**config.mk**
```make
export PLATFORM = sky130hd
export DESIGN_NAME = hififo_tpc_writer
export DESIGN_NICKNAME = d
export VERILOG_FILES = /design/src/rtl/hififo_tpc_writer.sv
export SDC_FILE = /design/constraint.sdc
export NUM_CORES = 1
export LEC_CHECK = 0
export ABC_CLOCK_PERIOD_IN_PS = 17800
export CORE_MARGIN = 3
export CORE_UTILIZATION = 45
export CTS_BUF_LIST = sky130_fd_sc_hd__clkbuf_16
export CTS_CLUSTER_SIZE = 20
export DETAILED_ROUTE_END_ITERATION = 10
export HOLD_SLACK_MARGIN = 0.05
export PLACE_DENSITY = 0.7
export SLEW_MARGIN = 40
export SYNTH_ARGS = -nofsm -noshare
export SYNTH_HDL_FRONTEND = slang
export SYNTH_SLANG_ARGS = --single-unit
```
**constraint.sdc**
```tcl
create_clock -name clock -period 17.8 [get_ports clock]
set_input_delay 3.56 -clock clock [delete_from_list [all_inputs] [get_ports clock]]
set_output_delay 3.56 -clock clock [all_outputs]
set_load 0.05 [all_outputs]
```
**src/rtl/hififo_tpc_writer.sv**
```systemverilog
// hififo_tpc_writer: to-PC DMA write engine.
// Splits a host buffer request into PCIe Memory Write TLPs. Each TLP payload is
// bounded by MAX_PAYLOAD_QW, the words still owed, and the 4 KB page boundary.
// Payload words come from a first-word-fall-through FIFO and leave as header
// and data beats on a valid/ready stream.
module hififo_tpc_writer #(
    parameter int MAX_PAYLOAD_QW = 16,
    parameter int LEVEL_W        = 10
) (
    input  logic               clock,
    input  logic               reset,
    input  logic [15:0]        pci_id,
    output logic [31:0]        status,
    input  logic               r_valid,
    input  logic [60:0]        r_addr,
    input  logic [18:0]        r_count,
    output logic               r_ready,
    output logic               r_done,
    output logic               wr_valid,
    input  logic               wr_ready,
    output logic [63:0]        wr_data,
    output logic               wr_last,
    output logic               wr_half,
    input  logic [63:0]        i_data,
    input  logic [LEVEL_W-1:0] i_level,
    output logic               i_read
);

    typedef enum logic [2:0] {S_IDLE, S_WAIT, S_H0, S_H1, S_DATA} state_t;

    state_t      r_state;
    logic [60:0] r_cur_addr;      // next TLP address, 8-byte units
    logic [18:0] r_cur_count;     // words still to send
    logic [18:0] r_beat;          // data beat index within the TLP
    logic [31:0] r_hold;          // upper half of the previous word (32-bit mode)
    logic [31:0] r_status;
    logic        r_done_pulse;
    logic        r_wr_valid;
    logic        r_wr_last;
    logic        r_wr_half;

    logic [9:0]  w_room;
    logic [18:0] w_lim;
    logic [18:0] w_n;
    logic [18:0] w_last_idx;
    logic [9:0]  w_len_dw;
    logic        w_is64;
    logic [63:0] w_byte_addr;
    logic        w_accept;
    logic        w_level_ok;
    logic [63:0] w_hdr0;
    logic [63:0] w_wr_data;

    // Byte swap within a 32-bit lane.
    function automatic logic [31:0] es(input logic [31:0] x);
        return {x[7:0], x[15:8], x[23:16], x[31:24]};
    endfunction

    // Payload size: the smallest of max payload, remaining words and room left in the 4 KB page.
    // Address and count only change at the end of a TLP, so n is stable for the whole packet.
    assign w_room      = 10'd512 - {1'b0, r_cur_addr[8:0]};
    assign w_lim       = (r_cur_count < 19'(MAX_PAYLOAD_QW)) ? r_cur_count : 19'(MAX_PAYLOAD_QW);
    assign w_n         = (w_lim < {9'd0, w_room}) ? w_lim : {9'd0, w_room};
    assign w_last_idx  = w_n - 19'd1;
    assign w_len_dw    = {w_n[8:0], 1'b0};
    assign w_is64      = |r_cur_addr[60:29];
    assign w_byte_addr = {r_cur_addr, 3'b000};
    assign w_accept    = r_wr_valid && wr_ready;
    assign w_level_ok  = 32'(i_level) >= 32'(w_n);
    assign w_hdr0      = {pci_id, 8'h00, 8'hFF, 2'b01, w_is64, 19'd0, w_len_dw};

    // Beat payload is formed from the FIFO head, which only moves on a pop,
    // so the beat holds steady while the arbiter stalls.
    always_comb begin
        w_wr_data = '0;
        case (r_state)
            S_H0: w_wr_data = w_hdr0;
            S_H1: begin
                if (w_is64)
                    w_wr_data = {w_byte_addr[31:0], w_byte_addr[63:32]};
                else
                    w_wr_data = {es(i_data[31:0]), w_byte_addr[31:0]};
            end
            S_DATA: begin
                if (w_is64)
                    w_wr_data = {es(i_data[63:32]), es(i_data[31:0])};
                else if (r_beat == w_last_idx)
                    w_wr_data = {32'h0, es(r_hold)};
                else
                    w_wr_data = {es(i_data[31:0]), es(r_hold)};
            end
            default: w_wr_data = '0;
        endcase
    end

    // Pop on every accepted beat that consumes a FIFO word: H1 in 32-bit mode,
    // every data beat in 64-bit mode, all but the trailing half beat in 32-bit mode.
    assign i_read = w_accept &&
                    ((r_state == S_H1 && !w_is64) ||
                     (r_state == S_DATA && (w_is64 || r_beat != w_last_idx)));

    // Request intake, packet sequencing and registered stream controls.
    always_ff @(posedge clock) begin
        if (reset) begin
            r_state      <= S_IDLE;
            r_cur_addr   <= '0;
            r_cur_count  <= '0;
            r_beat       <= '0;
            r_hold       <= '0;
            r_status     <= '0;
            r_done_pulse <= 1'b0;
            r_wr_valid   <= 1'b0;
            r_wr_last    <= 1'b0;
            r_wr_half    <= 1'b0;
        end else begin
            r_done_pulse <= 1'b0;
            if (i_read)
                r_status <= r_status + 32'd8;
            if (r_valid && r_ready) begin
                r_cur_addr  <= r_addr;
                r_cur_count <= r_count;
            end
            case (r_state)
                S_IDLE: begin
                    if (r_cur_count != 19'd0)
                        r_state <= S_WAIT;
                end
                S_WAIT: begin
                    // Wait for the whole payload so the packet never starves mid-stream.
                    if (w_level_ok) begin
                        r_state    <= S_H0;
                        r_wr_valid <= 1'b1;
                    end
                end
                S_H0: begin
                    if (w_accept)
                        r_state <= S_H1;
                end
                S_H1: begin
                    if (w_accept) begin
                        r_state <= S_DATA;
                        r_beat  <= '0;
                        if (!w_is64)
                            r_hold <= i_data[63:32];
                        if (w_n == 19'd1) begin
                            r_wr_last <= 1'b1;
                            r_wr_half <= !w_is64;
                        end
                    end
                end
                S_DATA: begin
                    if (w_accept) begin
                        if (r_beat == w_last_idx) begin
                            r_wr_valid  <= 1'b0;
                            r_wr_last   <= 1'b0;
                            r_wr_half   <= 1'b0;
                            r_cur_addr  <= r_cur_addr + 61'(w_n);
                            r_cur_count <= r_cur_count - w_n;
                            if (r_cur_count == w_n) begin
                                r_state      <= S_IDLE;
                                r_done_pulse <= 1'b1;
                            end else begin
                                r_state <= S_WAIT;
                            end
                        end else begin
                            r_beat <= r_beat + 19'd1;
                            if (!w_is64)
                                r_hold <= i_data[63:32];
                            if (r_beat + 19'd1 == w_last_idx) begin
                                r_wr_last <= 1'b1;
                                r_wr_half <= !w_is64;
                            end
                        end
                    end
                end
                default: r_state <= S_IDLE;
            endcase
        end
    end

    assign r_ready  = (r_state == S_IDLE) && (r_cur_count == 19'd0);
    assign r_done   = r_done_pulse;
    assign status   = r_status;
    assign wr_valid = r_wr_valid;
    assign wr_last  = r_wr_last;
    assign wr_half  = r_wr_half;
    assign wr_data  = w_wr_data;

endmodule

```
==> results.cfg, run 1 <==
[critical_path]
cpPeakStageDelay_ns = 0.77
ff2ff_path_depth = 27
path_class = flip-flop to output port
cpMaxStageDelayCell = clkdlybuf4s50_1
crit_required_ns = 14.24
crit_fanout = 17
start_kind = flip-flop
cp-end-kind = output port
crit_arrival_ns = 8.71

[synthesis]
syn_area_mm2 = 0.0142
synthDistinctLibCells = 91
netlist.area_leader.share = 0.235
async_flop_share = 0
ys_seq_area_frac = 0.235
synth_ff_type = dfxtp_1
synth_most_common_cell = nand2_1
synth_edf_count = 0
yosys.area.top_type = dfxtp_1
synth.top_cells.by_count = nand2_1, dfxtp_1, a21oi_1, nor2_1, clkbuf_1
ys.warnings.count = 0
ys_ff_latch = 167
syn_area_per_cell_um2 = 7.39
syn_inst = 1923
netlist_top_cells_area = dfxtp_1, nand2_1, mux2i_1

[clock_network]
cts_setup_buffers = 0
numCtsBuffers = 17
hold_buffers = 0
clkLatencyLatePin_ns = 0.45
clock-root-buffer = clkbuf_16
cts.clk_slew.worst_paths_ns = 0.07
clkSinkCount = 167
clock_path_buffers = 2
htree_num_levels = 4
tritoncts = yes
cts_resized = 0

[drt]
drt_wl_total_um = 57600
wire_per_inst_um = 22.8
dr.pass1.iters = 6
viasPerCell = 6.44
drtAntennaViolNets = 0
drc = 0
vias = 16300
drt-initial-drc-count = 1723

[sta]
max_freq_ghz = 0.0815
clock_skew_ns = 0.0185
rsz0062_at_grt = false
hold_viol_final = 0
relSlewSlack = 0.445
tns_ns = 0
finalSetupViolCount = 0
slew_viol_final = 0
worst_slack_ns = 5.53
timing.final.crit_period_ns = 12.27
period_share = 0.689
worstMarginPinSlew_ns = 0.825

[floorplan]
die_w_um = 184
chipHeight_um = 184
rows = 64
boundaryPins = 276
core-area_mm2 = 0.0308
start_util = 0.461
die_area_mm2 = 0.0337

[pwr]
leakage_nw = 6.44
ir_drop_v = 0.000216
power.density_mw_per_mm2 = 216

[hold_path]
whs_path_depth = 2
hold_class = flip-flop to flip-flop

[placement]
placed_area_mm2 = 0.0171
dp_worst_setup_slack_ns = 6.14
gp_congestion = 0.989
portBuffers = 272
dp_cells = 2494
dp.final_hpwl_um = 43100

[global_routing]
grt_pass1_wl_um = 87700
grt_use_total = 0.328
grt_pass1_vias = 15200
grt-ovfl-total = 0
antenna_found_initial = 5
grt_start_max_net_pins = 94

[layout]
fin_nets = 2354
drive_above_1_share = 0.0582
fin_area_mm2 = 0.0177
finalNonFillerCells = 2531
area_growth_pct = 24.6

[status]
status = complete, no violations

[run]
drv_cap = 0
==> per-stage QoR <==
stage | hold WS (ns) | power, mW | util
6_report | 0.456 | 3.82 | 0.574
5_1_grt | 0.479 | 4.08 | 0.574
4_1_cts | 0.460 | 3.75 | 0.574
3_5_place_dp | 0.450 | 3.37 | 0.555
3_3_place_gp | 0.442 | 3.34 | 0.555
2_1_floorplan | 0.434 | 2.60 | -
==> routing by layer <==
metal / track usage / vias up / part of all wire / wire length (µm)
li1: - / 7532 / - / -
met1: 0.413 / 7693 / 0.40 / 22900
met2: 0.532 / 869 / 0.46 / 26400
met3: 0.0596 / 195 / 0.081 / 4690
met4: 0.181 / 2 / 0.063 / 3620
met5: 0 / - / 0.00031 / 18
==> sequential cells by signal, indices dropped and copies added (netlist names) <==
signal / count
r_cur_addr: 61
r_hold: 32
status: 29
r_beat: 19
r_cur_count: 19
r_state: 3
r_done: 1
wr_half: 1
wr_last: 1
wr_valid: 1
==> final cells by class <==
| cell class | instances | area (µm²) |
|---|---|---|
| antenna | 5 | 12.5 |
| clock buffer | 17 | 425 |
| clock inverter | 15 | 139 |
| fill | 2819 | 13100 |
| inverter | 43 | 161 |
| multi-input combinational | 1595 | 10200 |
| sequential | 167 | 3340 |
| tap | 396 | 495 |
| timing repair buffer | 293 | 2890 |
==> logic make-up (layout without fill, tap and decap cells) <==
family,after synthesis,in the layout,share of synthesized area
flip-flops,167,167,0.235
other,2,30,0.000529
adder cells (fa/ha/maj),63,63,0.0565
buffers and inverters,184,368,0.0532
AO/OA/AOI/OAI,557,557,0.264
XOR/XNOR,61,61,0.0376
AND/OR/NAND/NOR,774,774,0.268
multiplexers,115,115,0.0842
==> final timing paths <==
kind	slack, ns	from	to
min	0.46	wr_last	wr_last
max reg2reg	9.73	r_cur_addr[0]	r_cur_addr[32]
min reg2reg	0.46	wr_last	wr_last
max	5.53	r_cur_addr[0]	wr_data[63]
==> power breakdown <==
group / leakage, nW / switching [mW] / internal [mW]
logic: 4.82 / 1.83 / 1.05
clock network: 0.275 / 0.191 / 0.185
registers: 1.35 / 0.125 / 0.438
==> critical path: cells and delay by family, from the launching register on <==
kind                       cells  cell delay (ns)
and+or+nand+nor                9             3.03
buffers and inverters          5             1.44
AOI/OAI and AO/OA              6             1.29
adders and majority gates      3             0.94
xor gates and xnor gates       2             0.56
muxes                          1             0.50
DFF                            1             0.48
==> placed cells by master (no fill, tap or decap), types with 10 or more instances in the layout <==
master / n
dfxtp_1: 166
o22ai_1: 54
nand2b_1: 11
nand4_1: 32
clkdlybuf4s50_1: 271
mux2_2: 32
a311oi_1: 26
conb_1: 25
o21a_1: 20
clkbuf_16: 17
nor2_1: 136
o21ai_0: 71
xor2_1: 33
ha_1: 61
xnor2_1: 28
a31oi_1: 41
mux2i_1: 81
inv_1: 41
and2_1: 33
nor2b_1: 37
a21oi_1: 140
or3_1: 15
nand3_1: 76
nor4_1: 20
a211oi_1: 56
buf_4: 20
o311ai_0: 13
o31ai_1: 11
nor3_1: 42
nand2_1: 264
and3_1: 43
or4_1: 20
a21o_1: 16
a22oi_1: 19
o211ai_1: 10
No activity file was read; power rests on OpenSTA's default activity.
==> run 2: changes to the inputs <==
ABC_CLOCK_PERIOD_IN_PS = 10400   (was 17800)
PLACE_DENSITY = 0.73   (was 0.7)
clock period = 10.4 ns   (was 17.8 ns; I/O delays follow)
==> results.cfg, run 2 (synthesized netlist as in run 1, its figures left out) <==
[floorplan]
die_area_mm2 = 0.0337
die_w_um = 184
start_util = 0.461
rows = 64
core-area_mm2 = 0.0308
chipHeight_um = 184
boundaryPins = 276

[drt]
drt_wl_total_um = 58500
drt-initial-drc-count = 1670
viasPerCell = 6.41
wire_per_inst_um = 23.1
drc = 0
drtAntennaViolNets = 0
dr.pass1.iters = 7
vias = 16200

[layout]
drive_above_1_share = 0.0750
area_growth_pct = 24.5
layout_commonest_cell = nand2_1
largest_reg_flops = 61
final_cell_mix = nand2_1, clkdlybuf4s50_1, dfxtp_1, a21oi_1, nor2_1
fin_nets = 2356
regMostFlops = r_cur_addr

[critical_path]
critPathLaunch = r_cur_addr[1]
cp_top_family = simple AND/OR/NAND/NOR gates
crit_cells = 23
r2r_end = r_cur_addr[49]
r2r_start = r_cur_addr[1]
path_class = flip-flop to output port
start_kind = flip-flop
worst-path-buf-inv = 3
crit_path_end = wr_data[38]
path_cells = inv_1, ha_1, or4b_4, or4_1, xor2_2, inv_1, ha_1, nand3_1, nor2_1, a221o_1, nor2_2, a21oi_1, ha_1, o21ai_2, mux2i_4, or3_1, nand3_1, or4_1, and4b_1, a21oi_1, o21a_1, a221o_1, buf_4
r2r_slack_ns = 2.29
crit_arrival_ns = 7.81
crit_required_ns = 8.32
cpMaxStageDelayCell = and4b_1
crit_fanout = 13
critPathMostFrequentCell = ha_1
cpPeakStageDelay_ns = 0.60
cp-end-kind = output port
ff2ff_path_depth = 25

[pwr]
seqPwrFrac = 0.146
internal_power_mw = 2.92
comb_power_share = 0.757
p_total_mw = 6.59
swShare = 0.557
leakage_nw = 6.54
power.share.clock = 0.097
power.density_mw_per_mm2 = 373
ir_drop_v = 0.000238
power_switching_mw = 3.67

[sta]
worstMarginPinSlew_ns = 0.861
tns_ns = 0
rsz0062_at_grt = false
slew_viol_final = 0
clock_skew_ns = 0.0125
hold_viol_final = 0
relSlewSlack = 0.426
period_share = 0.951
finalSetupViolCount = 0
timing.final.crit_period_ns = 9.89
max_freq_ghz = 0.101

[clock_network]
htree_num_levels = 4
cts.clk_slew.worst_paths_ns = 0.07
cts_setup_buffers = 0
hold_buffers = 0
cts_resized = 0
clock-root-buffer = clkbuf_16
clkSinkCount = 167
numCtsBuffers = 17
tritoncts = yes
clkLatencyLatePin_ns = 0.45
clock_path_buffers = 2

[global_routing]
grt_use_total = 0.335
grt-ovfl-total = 0
grt_pass1_wl_um = 88300
grt_pass1_vias = 15200
grt_start_max_net_pins = 96
antenna_found_initial = 2

[status]
status = complete, no violations

[placement]
dp.final_hpwl_um = 43900
portBuffers = 272
gp_congestion = 0.958

[run]
drv_cap = 0

[hold_path]
hold_class = flip-flop to flip-flop
[run 2: changes by cell type in the layout (fill, tap and decap cells not counted), sizes merged]
cell	change
diode	-3
clkinv	+1
bufinv	+2
clkinvlp	+2
clkdlybuf4s50	-33
inv	-5
buf	+35
[run 2: worst min path at each step]
stage / from / to / cells after the start
floorplan: r_hold[0] / r_hold[0] / 2
global route: r_hold[18] / r_hold[18] / 2
finish: r_hold[23] / r_hold[23] / 2
global placement: r_hold[9] / r_hold[9] / 2
CTS: r_hold[8] / r_hold[8] / 2
detailed placement: r_hold[19] / r_hold[19] / 2
[run 2: power by group through the flow]
stage               Sequential (mW)  Combinational [mW]  Clock [mW]
finish                        0.962                4.99       0.637
global route                  0.967                5.41       0.671
CTS                           0.948                4.89       0.643
detailed placement            0.962                4.86           0
global placement              0.957                4.79           0
floorplan                     0.866                3.59           0
[run 2: through the flow]
stage / area, µm² / hold WS (ns) / util / worst slack [ns] / instances
detailed placement: 17100 / 0.447 / 0.554 / 0.686 / 2495
CTS: 17600 / 0.457 / 0.572 / 0.180 / 2527
floorplan: 14300 / 0.434 / - / 1.17 / 1946
global route: 17700 / 0.473 / 0.574 / 0.00658 / 2530
finish: 17700 / 0.458 / 0.574 / 0.509 / 2530
global placement: 17000 / 0.441 / 0.552 / 0.848 / 2494
[run 2: layout make-up]
| cell class | count | area, µm² |
|---|---|---|
| fill | 2932 | 13100 |
| multi-input combinational | 1595 | 10300 |
| sequential | 167 | 3340 |
| timing repair buffer | 295 | 2850 |
| tap | 396 | 495 |
| clock buffer | 17 | 425 |
| inverter | 43 | 161 |
| clock inverter | 15 | 139 |
| antenna | 2 | 5.00 |
[run 2: metal layers]
layer / global-route usage / vias to the layer above / wire, µm
li1: - / 7530 / -
met1: 0.415 / 7676 / 23500
met2: 0.551 / 840 / 26900
met3: 0.0726 / 159 / 4790
met5: 0 / - / 0
met4: 0.170 / 0 / 3330
[run 2: worst reg2reg max path, stage by stage, from the launching register on]
cell	delay, ns
dfxtp_1	0.45
inv_1	0.19
ha_1	0.35
or4b_4	0.53
or4_1	0.47
xor2_2	0.30
inv_1	0.08
ha_1	0.30
nand3_1	0.17
nor2_1	0.10
a221o_1	0.45
nor2_2	0.31
buf_4	0.25
nor2_1	0.06
a21oi_1	0.52
inv_1	0.13
ha_1	0.37
o21a_1	0.15
a21oi_1	0.11
o21ai_0	0.49
a41oi_1	0.24
a211oi_1	0.54
o21bai_1	0.38
or2_2	0.43
or4_1	0.48
a31oi_1	0.17
==> run 3: changes to the inputs <==
CORE_MARGIN = 4   (was 3)
==> results.cfg, run 3 (synthesized netlist as in run 1, its figures left out) <==
[clock_network]
htree_num_levels = 4
clkLatencyLatePin_ns = 0.46
numCtsBuffers = 17
clock-root-buffer = clkbuf_16
clock_path_buffers = 2
cts_setup_buffers = 0
cts.clk_slew.worst_paths_ns = 0.08
tritoncts = yes
clkSinkCount = 167

[layout]
final_cell_mix = nand2_1, clkdlybuf4s50_1, dfxtp_1, a21oi_1, nor2_1
n_fill_cell = 2815
multi_input_area_mm2 = 0.0103
drive_above_1_share = 0.0773
area_growth_pct = 24.8
largest_reg_flops = 61
layout_commonest_cell = nand2_1
finalNonFillerCells = 2535
fin_nets = 2359
fin_area_mm2 = 0.0177
regMostFlops = r_cur_addr
seq_area_mm2 = 0.00334

[critical_path]
path_class = flip-flop to output port
cpPeakStageDelay_ns = 0.56
r2r_end = r_cur_addr[53]
ff2ff_path_depth = 26
crit_required_ns = 8.32
path_cells = inv_1, ha_1, or4b_4, or4_1, xor2_1, inv_1, ha_1, nand3_1, nor2_1, a221o_1, nor2_1, nor2_1, a21oi_1, ha_1, nand4_1, or2_2, nand3_1, o21ai_0, or4_1, and4b_2, a21oi_1, o21a_1, a221o_1, buf_4
cp-end-kind = output port
r2r_start = r_cur_addr[0]
r2r_slack_ns = 2.35
worst-path-buf-inv = 3
crit_fanout = 15
cpMaxStageDelayCell = or4_1
crit_arrival_ns = 7.79
start_kind = flip-flop
cp_top_family = simple AND/OR/NAND/NOR gates

[placement]
gp_congestion = 1.02
placed_area_mm2 = 0.0171
dp_cells = 2498
portBuffers = 272
dp_worst_setup_slack_ns = 0.746
dp.final_hpwl_um = 44500

[drt]
drc = 0
drt_wl_total_um = 59100
dr.pass1.iters = 6
vias = 16300
drtAntennaViolNets = 0
drt-initial-drc-count = 1705
wire_per_inst_um = 23.3
viasPerCell = 6.42

[sta]
slew_viol_final = 0
clock_skew_ns = 0.0155
hold_viol_final = 0
rsz0062_at_grt = false
period_share = 0.949
worst_slack_ns = 0.535
timing.final.crit_period_ns = 9.87
relSlewSlack = 0.407
tns_ns = 0
max_freq_ghz = 0.101
worstMarginPinSlew_ns = 0.881
finalSetupViolCount = 0

[global_routing]
grt_pass1_wl_um = 88700
grt_use_total = 0.330
antenna_found_initial = 4
grt_pass1_vias = 15400
grt-ovfl-total = 0
grt_start_max_net_pins = 84

[run]
drv_cap = 0

[floorplan]
chipHeight_um = 186
die_w_um = 186
boundaryPins = 276
start_util = 0.461
die_area_mm2 = 0.0345
core-area_mm2 = 0.0308
rows = 64

[hold_path]
hold_class = flip-flop to flip-flop
min_from = r_hold[29]
whs_path_depth = 2
holdPathEnd = r_hold[29]

[pwr]
ir_drop_v = 0.000338
leakage_nw = 6.55
power.density_mw_per_mm2 = 374

[status]
status = complete, no violations
## run 3: cell types whose count changed in the layout (fill, tap and decap cells not counted), sizes merged
cell	before	now
clkinv	7	5
buf	57	60
diode	2	4
bufinv	2	1
inv	46	49
## run 3: final cells by class
cell class                 instances  area share
multi-input combinational       1595       0.579
sequential                       167       0.189
timing repair buffer             298       0.163
tap                              396      0.0280
clock buffer                      17      0.0240
inverter                          43     0.00911
clock inverter                    15     0.00840
antenna                            4    0.000565
## run 3: worst max-delay path by stage
| stage | from | slack [ns] | depth (start not counted) | to |
|---|---|---|---|---|
| after floorplan | r_cur_addr[1] | 1.17 | 27 | wr_data[48] |
| after global placement | r_cur_addr[0] | 0.90 | 24 | wr_data[60] |
| after detailed placement | r_cur_addr[0] | 0.75 | 24 | wr_data[60] |
| after CTS | r_cur_addr[0] | 0.23 | 24 | wr_data[60] |
| after global routing | r_cur_addr[1] | 0.16 | 24 | wr_data[38] |
| final | r_cur_addr[0] | 0.53 | 24 | wr_data[35] |
## run 3: timing repair
action                                  in CTS  in global routing
hold buffers                                 0                  0
endpoints found under the setup margin       0                 24
gates resized for setup                      0                  3
## run 3: tightest hold or removal path, stage by stage (launching register included)
cell,delay [ns]
dfxtp_1,0.31
nand2_1,0.05
mux2i_1,0.05
## run 3: metrics by stage
step	total power, mW	hold WS [ns]	util
2_1_floorplan	4.45	0.434	-
3_3_place_gp	5.76	0.442	0.552
3_5_place_dp	5.82	0.446	0.554
4_1_cts	6.48	0.459	0.573
5_1_grt	7.09	0.474	0.575
6_report	6.63	0.460	0.575
## run 3: power by group
| group | switching, mW | internal [mW] |
|---|---|---|
| Combinational | 3.16 | 1.84 |
| Clock | 0.312 | 0.336 |
| Sequential | 0.231 | 0.750 |
| Total | 3.71 | 2.92 |
## run 3: per-layer routing
| metal | share of wire | track usage |
|---|---|---|
| met1 | 0.39 | 0.403 |
| met2 | 0.46 | 0.538 |
| met3 | 0.091 | 0.0750 |
| met4 | 0.063 | 0.181 |
| met5 | 0.00029 | 0 |
